`src/rtl/alu_seq_pkg.sv`:
```
// Shared definitions for the alu_seq sequencer: op codes, 74181 select
// constants, FSM states and per-op pass count.
package alu_seq_pkg;

  typedef enum logic [2:0] {
    OP_ADD   = 3'b000,
    OP_SUB   = 3'b001,
    OP_AND   = 3'b010,
    OP_OR    = 3'b011,
    OP_XOR   = 3'b100,
    OP_NOTA  = 3'b101,
    OP_MUL   = 3'b110,
    OP_PASSA = 3'b111
  } op_e;

  // 74181 select codes; arithmetic ones assume no carry-in
  localparam logic [3:0] S_ADD   = 4'b1001;
  localparam logic [3:0] S_AMB1  = 4'b0110;
  localparam logic [3:0] S_AND   = 4'b1011;
  localparam logic [3:0] S_OR    = 4'b1110;
  localparam logic [3:0] S_XOR   = 4'b0110;
  localparam logic [3:0] S_NOTA  = 4'b0000;
  localparam logic [3:0] S_PASSA = 4'b1111;

  typedef enum logic [1:0] {
    ST_IDLE = 2'd0,
    ST_EXEC = 2'd1,
    ST_DONE = 2'd2
  } state_e;

  function automatic logic [3:0] last_pass(input op_e op);
    case (op)
      OP_SUB:  last_pass = 4'd1;
      OP_MUL:  last_pass = 4'd15;
      default: last_pass = 4'd0;
    endcase
  endfunction

endpackage

```
`src/rtl/alu_op_encode.sv`:
```
// Maps an operation and its current pass index onto the 74181 select/mode pins.
module alu_op_encode
  import alu_seq_pkg::*;
(
  input  op_e        i_op,
  input  logic [3:0] i_pass,
  output logic [3:0] o_s,
  output logic       o_m
);

  always_comb begin
    o_s = S_NOTA;
    o_m = 1'b1;
    case (i_op)
      OP_ADD: begin
        o_s = S_ADD;
        o_m = 1'b0;
      end
      // SUB: A-B-1 first, then increment the partial result
      OP_SUB: begin
        o_s = (i_pass == 4'd0) ? S_AMB1 : S_ADD;
        o_m = 1'b0;
      end
      OP_MUL: begin
        o_s = S_ADD;
        o_m = 1'b0;
      end
      OP_AND:   o_s = S_AND;
      OP_OR:    o_s = S_OR;
      OP_XOR:   o_s = S_XOR;
      OP_NOTA:  o_s = S_NOTA;
      OP_PASSA: o_s = S_PASSA;
      default: begin
        o_s = S_NOTA;
        o_m = 1'b1;
      end
    endcase
  end

endmodule

```
`src/rtl/alu_seq.sv`:
```
// Multi-pass sequencer driving an external 74181-style ALU: one pass per
// EXEC cycle, SUB in two passes, MUL as 16 shift-and-add passes.
// Handshake: a transfer happens on a rising edge where valid and ready are
// both high; the response holds stable while rsp_valid is high and rsp_ready is low.
module alu_seq
  import alu_seq_pkg::*;
#(
  parameter int W = 16
) (
  input  logic         clk,
  input  logic         rst,
  input  logic         req_valid,
  output logic         req_ready,
  input  logic [2:0]   req_op,
  input  logic [W-1:0] req_a,
  input  logic [W-1:0] req_b,
  output logic [3:0]   alu_s,
  output logic         alu_m,
  output logic [W-1:0] alu_a,
  output logic [W-1:0] alu_b,
  input  logic [W-1:0] alu_y,
  input  logic         alu_co,
  output logic         rsp_valid,
  input  logic         rsp_ready,
  output logic [W-1:0] rsp_y,
  output logic [2:0]   rsp_flags,
  output state_e       o_dbg_state
);

  state_e       r_state;
  state_e       w_next;
  op_e          r_op;
  logic [W-1:0] r_a;
  logic [W-1:0] r_b;
  logic [W-1:0] r_acc;
  logic         r_c;
  logic [3:0]   r_pass;
  logic [W-1:0] r_y;
  logic [2:0]   r_flags;

  logic [3:0]   w_enc_s;
  logic         w_enc_m;
  logic         w_accept;
  logic         w_last;
  logic         w_upd;
  logic         w_use_acc;
  logic [W-1:0] w_res;
  logic         w_c;

  alu_op_encode u_enc (
    .i_op   (r_op),
    .i_pass (r_pass),
    .o_s    (w_enc_s),
    .o_m    (w_enc_m)
  );

  assign w_accept  = req_valid && (r_state == ST_IDLE);
  assign w_last    = (r_pass == last_pass(r_op));
  // MUL skips the add result when the multiplier bit is clear
  assign w_upd     = (r_op != OP_MUL) || r_a[r_pass];
  assign w_res     = w_upd ? alu_y : r_acc;
  assign w_c       = w_upd ? alu_co : r_c;
  assign w_use_acc = (r_op == OP_MUL) || ((r_op == OP_SUB) && (r_pass != 4'd0));

  always_ff @(posedge clk or posedge rst) begin
    if (rst) r_state <= ST_IDLE;
    else     r_state <= w_next;
  end

  always_comb begin
    w_next = r_state;
    case (r_state)
      ST_IDLE: if (req_valid) w_next = ST_EXEC;
      ST_EXEC: if (w_last) w_next = ST_DONE;
      ST_DONE: if (rsp_ready) w_next = ST_IDLE;
      default: w_next = ST_IDLE;
    endcase
  end

  always_comb begin
    alu_s = S_NOTA;
    alu_m = 1'b1;
    alu_a = '0;
    alu_b = '0;
    if (r_state == ST_EXEC) begin
      alu_s = w_enc_s;
      alu_m = w_enc_m;
      alu_a = w_use_acc ? r_acc : r_a;
      if (r_op == OP_MUL)   alu_b = r_b << r_pass;
      else if (w_use_acc)   alu_b = W'(1);
      else                  alu_b = r_b;
    end
  end

  always_ff @(posedge clk or posedge rst) begin
    if (rst) begin
      r_op    <= OP_ADD;
      r_a     <= '0;
      r_b     <= '0;
      r_acc   <= '0;
      r_c     <= 1'b0;
      r_pass  <= '0;
      r_y     <= '0;
      r_flags <= '0;
    end else if (w_accept) begin
      r_op   <= op_e'(req_op);
      r_a    <= req_a;
      r_b    <= req_b;
      r_acc  <= '0;
      r_c    <= 1'b0;
      r_pass <= '0;
    end else if (r_state == ST_EXEC) begin
      r_acc  <= w_res;
      r_c    <= w_c;
      r_pass <= r_pass + 4'd1;
      if (w_last) begin
        r_y     <= w_res;
        r_flags <= {w_c, w_res[W-1], (w_res == '0)};
      end
    end
  end

  assign req_ready   = (r_state == ST_IDLE);
  assign rsp_valid   = (r_state == ST_DONE);
  assign rsp_y       = r_y;
  assign rsp_flags   = r_flags;
  assign o_dbg_state = r_state;

endmodule

```
`config.mk`:
```
export PLATFORM = sky130hd
export DESIGN_NAME = alu_seq
export DESIGN_NICKNAME = d
export VERILOG_FILES = /design/src/rtl/alu_seq_pkg.sv /design/src/rtl/alu_op_encode.sv /design/src/rtl/alu_seq.sv
export SDC_FILE = /design/constraint.sdc
export NUM_CORES = 1
export LEC_CHECK = 0
export ABC_AREA = 1
export ABC_CLOCK_PERIOD_IN_PS = 2600
export CAP_MARGIN = 15
export CELL_PAD_IN_SITES_DETAIL_PLACEMENT = 0
export CELL_PAD_IN_SITES_GLOBAL_PLACEMENT = 1
export CORE_UTILIZATION = 31
export CTS_BUF_LIST = sky130_fd_sc_hd__clkbuf_16
export CTS_CLUSTER_DIAMETER = 150
export CTS_CLUSTER_SIZE = 24
export DETAILED_ROUTE_END_ITERATION = 8
export GPL_ROUTABILITY_DRIVEN = 0
export PLACE_DENSITY_LB_ADDON = 0.1
export SETUP_SLACK_MARGIN = 0.3
export SYNTH_ARGS = -nofsm -noshare
export SYNTH_HDL_FRONTEND = slang
export SYNTH_SLANG_ARGS = --single-unit
```
`constraint.sdc`:
```
create_clock -name clk -period 2.6 [get_ports clk]
set_input_delay 0.52 -clock clk [delete_from_list [all_inputs] [get_ports clk]]
set_output_delay 0.52 -clock clk [all_outputs]
set_load 0.005 [all_outputs]
```
## After elaboration in Yosys (flattened, before gate mapping)

Cells that the tools add are included.

| cells by class | value |
|---|---|
| add/subtract/negate cells | 1 |
| magnitude comparators | 1 |
| eq/ne operators | 14 |
| shift-type cells | 1 |
| mux-type cells | 25 |
| bitwise gates (word level) | 1 |
| reduce and logical (&&, ||, !) cells | 14 |

Operators by type and width:

| kind | count |
|---|---|
| 16-bit 2-to-1 mux | 8 |
| 4-bit case mux with 7 select lines | 1 |
| 16-bit logical NOT | 1 |
| 4-bit 2-to-1 mux | 4 |
| 16-bit by 4-bit left shift with 16-bit output | 1 |
| 3-bit == test, second input constant | 4 |
| 4-bit case mux with 2 select lines | 1 |
| 3-bit by 2-bit == test with 1-bit output, second input constant | 2 |
| 1-bit 2-to-1 mux | 6 |
| 2-bit 2-to-1 mux | 3 |
| 2-bit case mux with 3 select lines | 1 |
| 3-bit AND reduction | 2 |
| 4-bit by 5-bit less-than comparator with 1-bit output, second input constant | 1 |
| 4-bit by 1-bit adder with 4-bit output, second input constant | 1 |
| 1-bit binary-select mux with 4-bit select | 1 |
| 4-bit == test | 1 |
| 4-bit logical NOT | 1 |
| 2-bit inequality test, second input constant | 2 |
| 4-bit nonzero test | 1 |
| 3-bit by 1-bit == test with 1-bit output, second input constant | 1 |
| 3-bit logical NOT | 1 |
| 3-bit inequality test, second input constant | 1 |
| 3-bit OR reduction | 1 |
| 2-bit by 1-bit == test with 1-bit output, second input constant | 1 |
| 8 further kinds | 10 |

| storage, ports and cells | value |
|---|---|
| register bits after elaboration | 77 |
| output and inout bits | 60 |

## Logic depth before layout (Yosys ltp)

| logic depth | value |
|---|---|
| depth in word-level cells | 6 |
| gate-level depth with buffers | 15 |
| depth with buffers taken out | 14 |

## Cells and area by module

A second synthesis with hierarchy kept.

| unflattened totals | value |
|---|---|
| cell total of the unflattened synthesis | 652 |
| area total of the unflattened synthesis | 4652.0 um^2 |

Modules (own cells, without submodules):

| module | instances | cells each | area each (um^2) | seq. area each (um^2) |
|---|---|---|---|---|
| alu_seq | 1 | 621 | 4521.8 | 1901.8 |
| alu_op_encode | 1 | 31 | 130.1 | 0.0 |

## Least setup slack after synthesis

Ideal clock, no wire load.

| timing path | value |
|---|---|
| kind | flip-flop to output port |
| start point | register r_pass[1] |
| end point | output port alu_b[11] |
| arrival time | 1.847 ns |
| setup slack | 0.233 ns |
| stages on the path, launching flop included | 10 |
| buffers on the path | 3 |
| cell sequence | dfrtp_1 > inv_1 > buf_1 > ha_1 > a21oi_1 > nor2_1 > buf_2 > buf_2 > nand2_1 > a21oi_1 |

| between the ends | value |
|---|---|
| cells in the longest elaborated chain, start to end | 6 |
| elaborated cells on any way between the ends | 7 |

Ends and longest elaborated chain:

| element | line | RTL |
|---|---|---|
| from (decl) | alu_seq.sv:37 | `logic [3:0] r_pass;` |
| from (signal assigned) | alu_seq.sv:115 | `r_pass <= r_pass + 4'd1;` |
| 4-bit nonzero test | alu_seq.sv:63 | `assign w_use_acc = (r_op == OP_MUL) \|\| ((r_op == OP_SUB) && (r_pass != 4'd0));` |
| 1-bit logical AND | alu_seq.sv:63 |  |
| 1-bit logical OR | alu_seq.sv:63 |  |
| 16-bit 2-to-1 mux | alu_seq.sv:90 | `else if (w_use_acc) alu_b = W'(1);` |
| 16-bit 2-to-1 mux (*) | alu_seq.sv:89 | `if (r_op == OP_MUL) alu_b = r_b << r_pass;` |
| 16-bit 2-to-1 mux (*) | alu_seq.sv:85 | `if (r_state == ST_EXEC) begin` |
| to (decl) | alu_seq.sv:20 | `output logic [W-1:0] alu_b,` |

Mark *: on every way between the ends. The rest lies on a longest branch, timed or not.

## Final worst setup path

| timing path | value |
|---|---|
| start point | register r_pass[0] |
| end point | output port alu_b[10] |

The elaborated chain is that of the path after synthesis.

==> summary.txt <==
Layout
  – Non-filler cells in the finished layout: around 1000
  – Finished layout cell area: roughly 7200 um2
  – Share of layout cells above drive strength 1: 31.2%
  – Antenna cells: 0
  – # nets final: between 800 and 900
  – Area Overhead vs Synth: 62.4%

Place
  – Dpl hpwl: between 10000 and 15000 um
  – IO Port Bufs: roughly 120
  – Placed instance count: 936
  – Placed Area: around 6000 um2

Global routing
  – M2 GR Usage: 33.6%
  – Gr usage total: between 20% and 30%
  – Largest net degree at the start of global routing: 52
  – Most Crowded Layer GR: met2
  – Grt total ovfl: 0
  – Met3 usage: between 5 and 6%
  – Vias in the first global route: a little under 5000
  – Met1 Use GR: 31.0%
  – First-pass GRT wire length: roughly 25000 um
  – Antenna violations before repair: 0

Routing
  – Routed vias: approximately 4900
  – Wire per inst: between 15 and 20 um
  – Initial DRC count: 387
  – DR vias/cell: between 4 and 5
  – Antenna viol nets, final: 0
  – DR pass1 iterations: 5
  – Routed WL: 15700 um
  – Drt drc: 0

Timing
  – Final Setup Violations: 0
  – Final worst-path cycle share: 99.0%
  – Post-layout minimum cycle time: about 2600 ps
  – Worst hold slack: between 400 and 500 ps
  – Unrepaired setup endpoints after global routing: yes
  – Fin. Hold Viols: 0
  – Clock skew: about 7.8 ps
  – Fmax: 388 MHz
  – Slew headroom: around 67%
  – Final Max Tran Viols: 0
  – Slew @ Worst Pin: between 400 and 500 ps

Yosys
  – EDFF count, synth: 0
  – Sequential share of the synthesized area: between 40% and 50%
  – Syn_nets: roughly 690
  – Most area-consuming cells after synthesis: dfrtp_1 (43%), nand2_1 (18%), o21ai_0 (9.2%)
  – Yosys Warn Count: 0
  – Ys flop type: dfrtp_1
  – Post-synth top cells: nand2_1 (208), o21ai_0 (82), dfrtp_1 (76)
  – Post-synth top area share: 42.8%
  – FF+latch count, synth: 76
  – Mapped Cells: 630
  – Cell taking the most area after synthesis: dfrtp_1
  – Avg Synthesized Cell Area: 7.05 um2
  – Most common cell in the netlist: nand2_1
  – Mapped Area: ~4400 um2
  – Post-synth cell types: 37
  – Synth async-reset ratio: 100%

Clock network
  – Clock buffer count from CTS: 9
  – Hold-fix buffers at CTS: 0
  – Htree depth: 3
  – CTS tree: done
  – Worst-Skew Late Latency: approximately 340 ps
  – CTS Root Cell: clkbuf_16
  – CTS clk-pin slew, worst paths: 60 ps
  – Clock Sinks: 76
  – Worst-case clock buffer depth: 2

Power
  – Lkg Pwr: around 3.3 nW
  – Pwr Density: 1400 nW/um2
  – P_int: ~5.6 mW
  – Combinational Power Share: 64.7%
  – Switching part of the total power: 44.6%
  – Sw Pwr: about 4.5 mW
  – Max VDD drop: around 500 uV
  – Reg power frac: approximately 22%
  – Clock share of power: around an eighth

Floorplan
  – Total core area: around 14000 um2
  – Die ar.: 14800 um2
  – Rows: 43
  – I/O pin count: ~120
  – Starting density of the core: a little under a third
  – Die Ht: about 120 um
  – Die W: 122 um

Setup path
  – CP max FO: 5
  – Top cell by count, worst path: nand2_1
  – Cell Chain, Critical Path: buf_6, buf_6, nand2_1, o21ai_2, o21ai_1, buf_4, nand2_1, nand2_1, a32oi_1, nor2_1, clkdlybuf4s15_1
  – Worst EP required: between 2000 and 2500 ps
  – Worst EP arrival: ~2100 ps
  – Worst setup path class: register to output pin
  – Startpoint types: register
  – Crit. End Element: output pin
  – CP max stage cell: dfrtp_2
  – Worst path max stage delay: ~450 ps

Worst hold path
  – Hold crit path type: input pin to asynchronous set/reset pin

Outcome
  – Status: complete, no violations

Job
  – Max-cap violation count: 0
per-stage QoR:
stage	worst slack [ps]	power (mW)	utilization (%)	setup TNS (ps)
final	25.4	10.1	51.7	0
after global routing	-129	10.8	51.7	-1420
after CTS	-9.99	9.58	49.9	-14.0
after detailed placement	-100	7.03	43.2	-1110
after global placement	-104	7.02	43.2	-365
after floorplan	369	4.71	-	0
flip-flops by register name, indices dropped and copies added, names as in the netlist:
signal / flops
r_pass: 4
rsp_y: 15
r_a: 16
rsp_flags: 3
r_c: 1
o_dbg_state: 2
r_op: 3
r_b: 16
r_acc: 16
logic make-up after synthesis:
group                    Yosys count  synth area share, %
AO/OA/AOI/OAI                    161                 19.8
AND/OR/NAND/NOR                  285                 26.3
multiplexers                       2                0.451
buffers and inverters            103                 9.92
flip-flops                        76                 42.8
XOR/XNOR                           1                0.197
adder cells (fa/ha/maj)            2                0.564
critical path, delay by kind of cell (launching register included):
kind	cells	cell delay (ps)
buffers and inverters	4	620
DFF	1	450
AOI/OAI and AO/OA	3	350
and+or+nand+nor	4	310
power groups by stage:
stage,clock network (mW),registers (mW),logic [mW]
2_1_floorplan,0,2.07,2.64
3_3_place_gp,0,2.16,4.86
3_5_place_dp,0,2.16,4.88
4_1_cts,1.35,2.20,6.02
5_1_grt,1.41,2.32,7.10
6_report,1.32,2.24,6.50
layout make-up:
type                    instances  area (um2)
fillers                      1342        6730
inverters                      67         282
multi-input cells             451        2640
clock inverters                 6        80.1
well taps                     180         225
repair buffers                198        1850
flip-flops and latches         76        1910
clock buffers                   9         225
metal layers:
layer,up-vias,wire length (um)
met1,2329,7360
met4,0,236
met3,24,858
li1,2409,-
met5,-,0
met2,147,7220
worst paths after layout:
kind | startpoint | end | slack (ps) | cells after the start
max | r_pass[0]$_DFFE_PP0P_ | alu_b[10] | 30 | 11
min | rst | r_acc[13]$_DFFE_PP0P_ | 470 | 2
max reg2reg | r_pass[0]$_DFFE_PP0P_ | rsp_flags[0]$_DFFE_PP0P_ | 360 | 16
min reg2reg | rsp_y[7]$_DFFE_PP0P_ | rsp_y[7]$_DFFE_PP0P_ | 490 | 2
max in group asynchronous | rst | r_op[0]$_DFFE_PP0P_ | 1580 | 3
min in group clk | rsp_y[7]$_DFFE_PP0P_ | rsp_y[7]$_DFFE_PP0P_ | 490 | 2
cell usage in the layout, fill, tap and decap left out, drive strengths merged:
cell type,count
o21a,5
a21oi,39
clkdlybuf4s50,78
dlymetal6s2s,1
o21ai,95
a32oi,1
clkdlybuf4s15,1
a311oi,1
o22ai,9
a31oi,1
o221ai,1
clkinv,5
o2111ai,3
clkinvlp,3
nand2,210
xnor2,1
bufinv,2
nand3,34
a211oi,3
o31ai,1
inv,63
buf,115
clkbuf,11
mux2i,2
a221oi,1
a22oi,1
nor2,35
dfrtp,76
nand4,1
nor3,4
dlygate4sd2,1
or2,1
ha,2
what timing repair did:
item / 4_1_cts / 5_1_grt
resized for setup: 290 / 67
pin swaps: 34 / 30
setup endpoints to repair: 37 / 37
buffers inserted: 28 / 6
cloned: 2 / 0
Note: power is estimated with default switching activity, not from simulation.
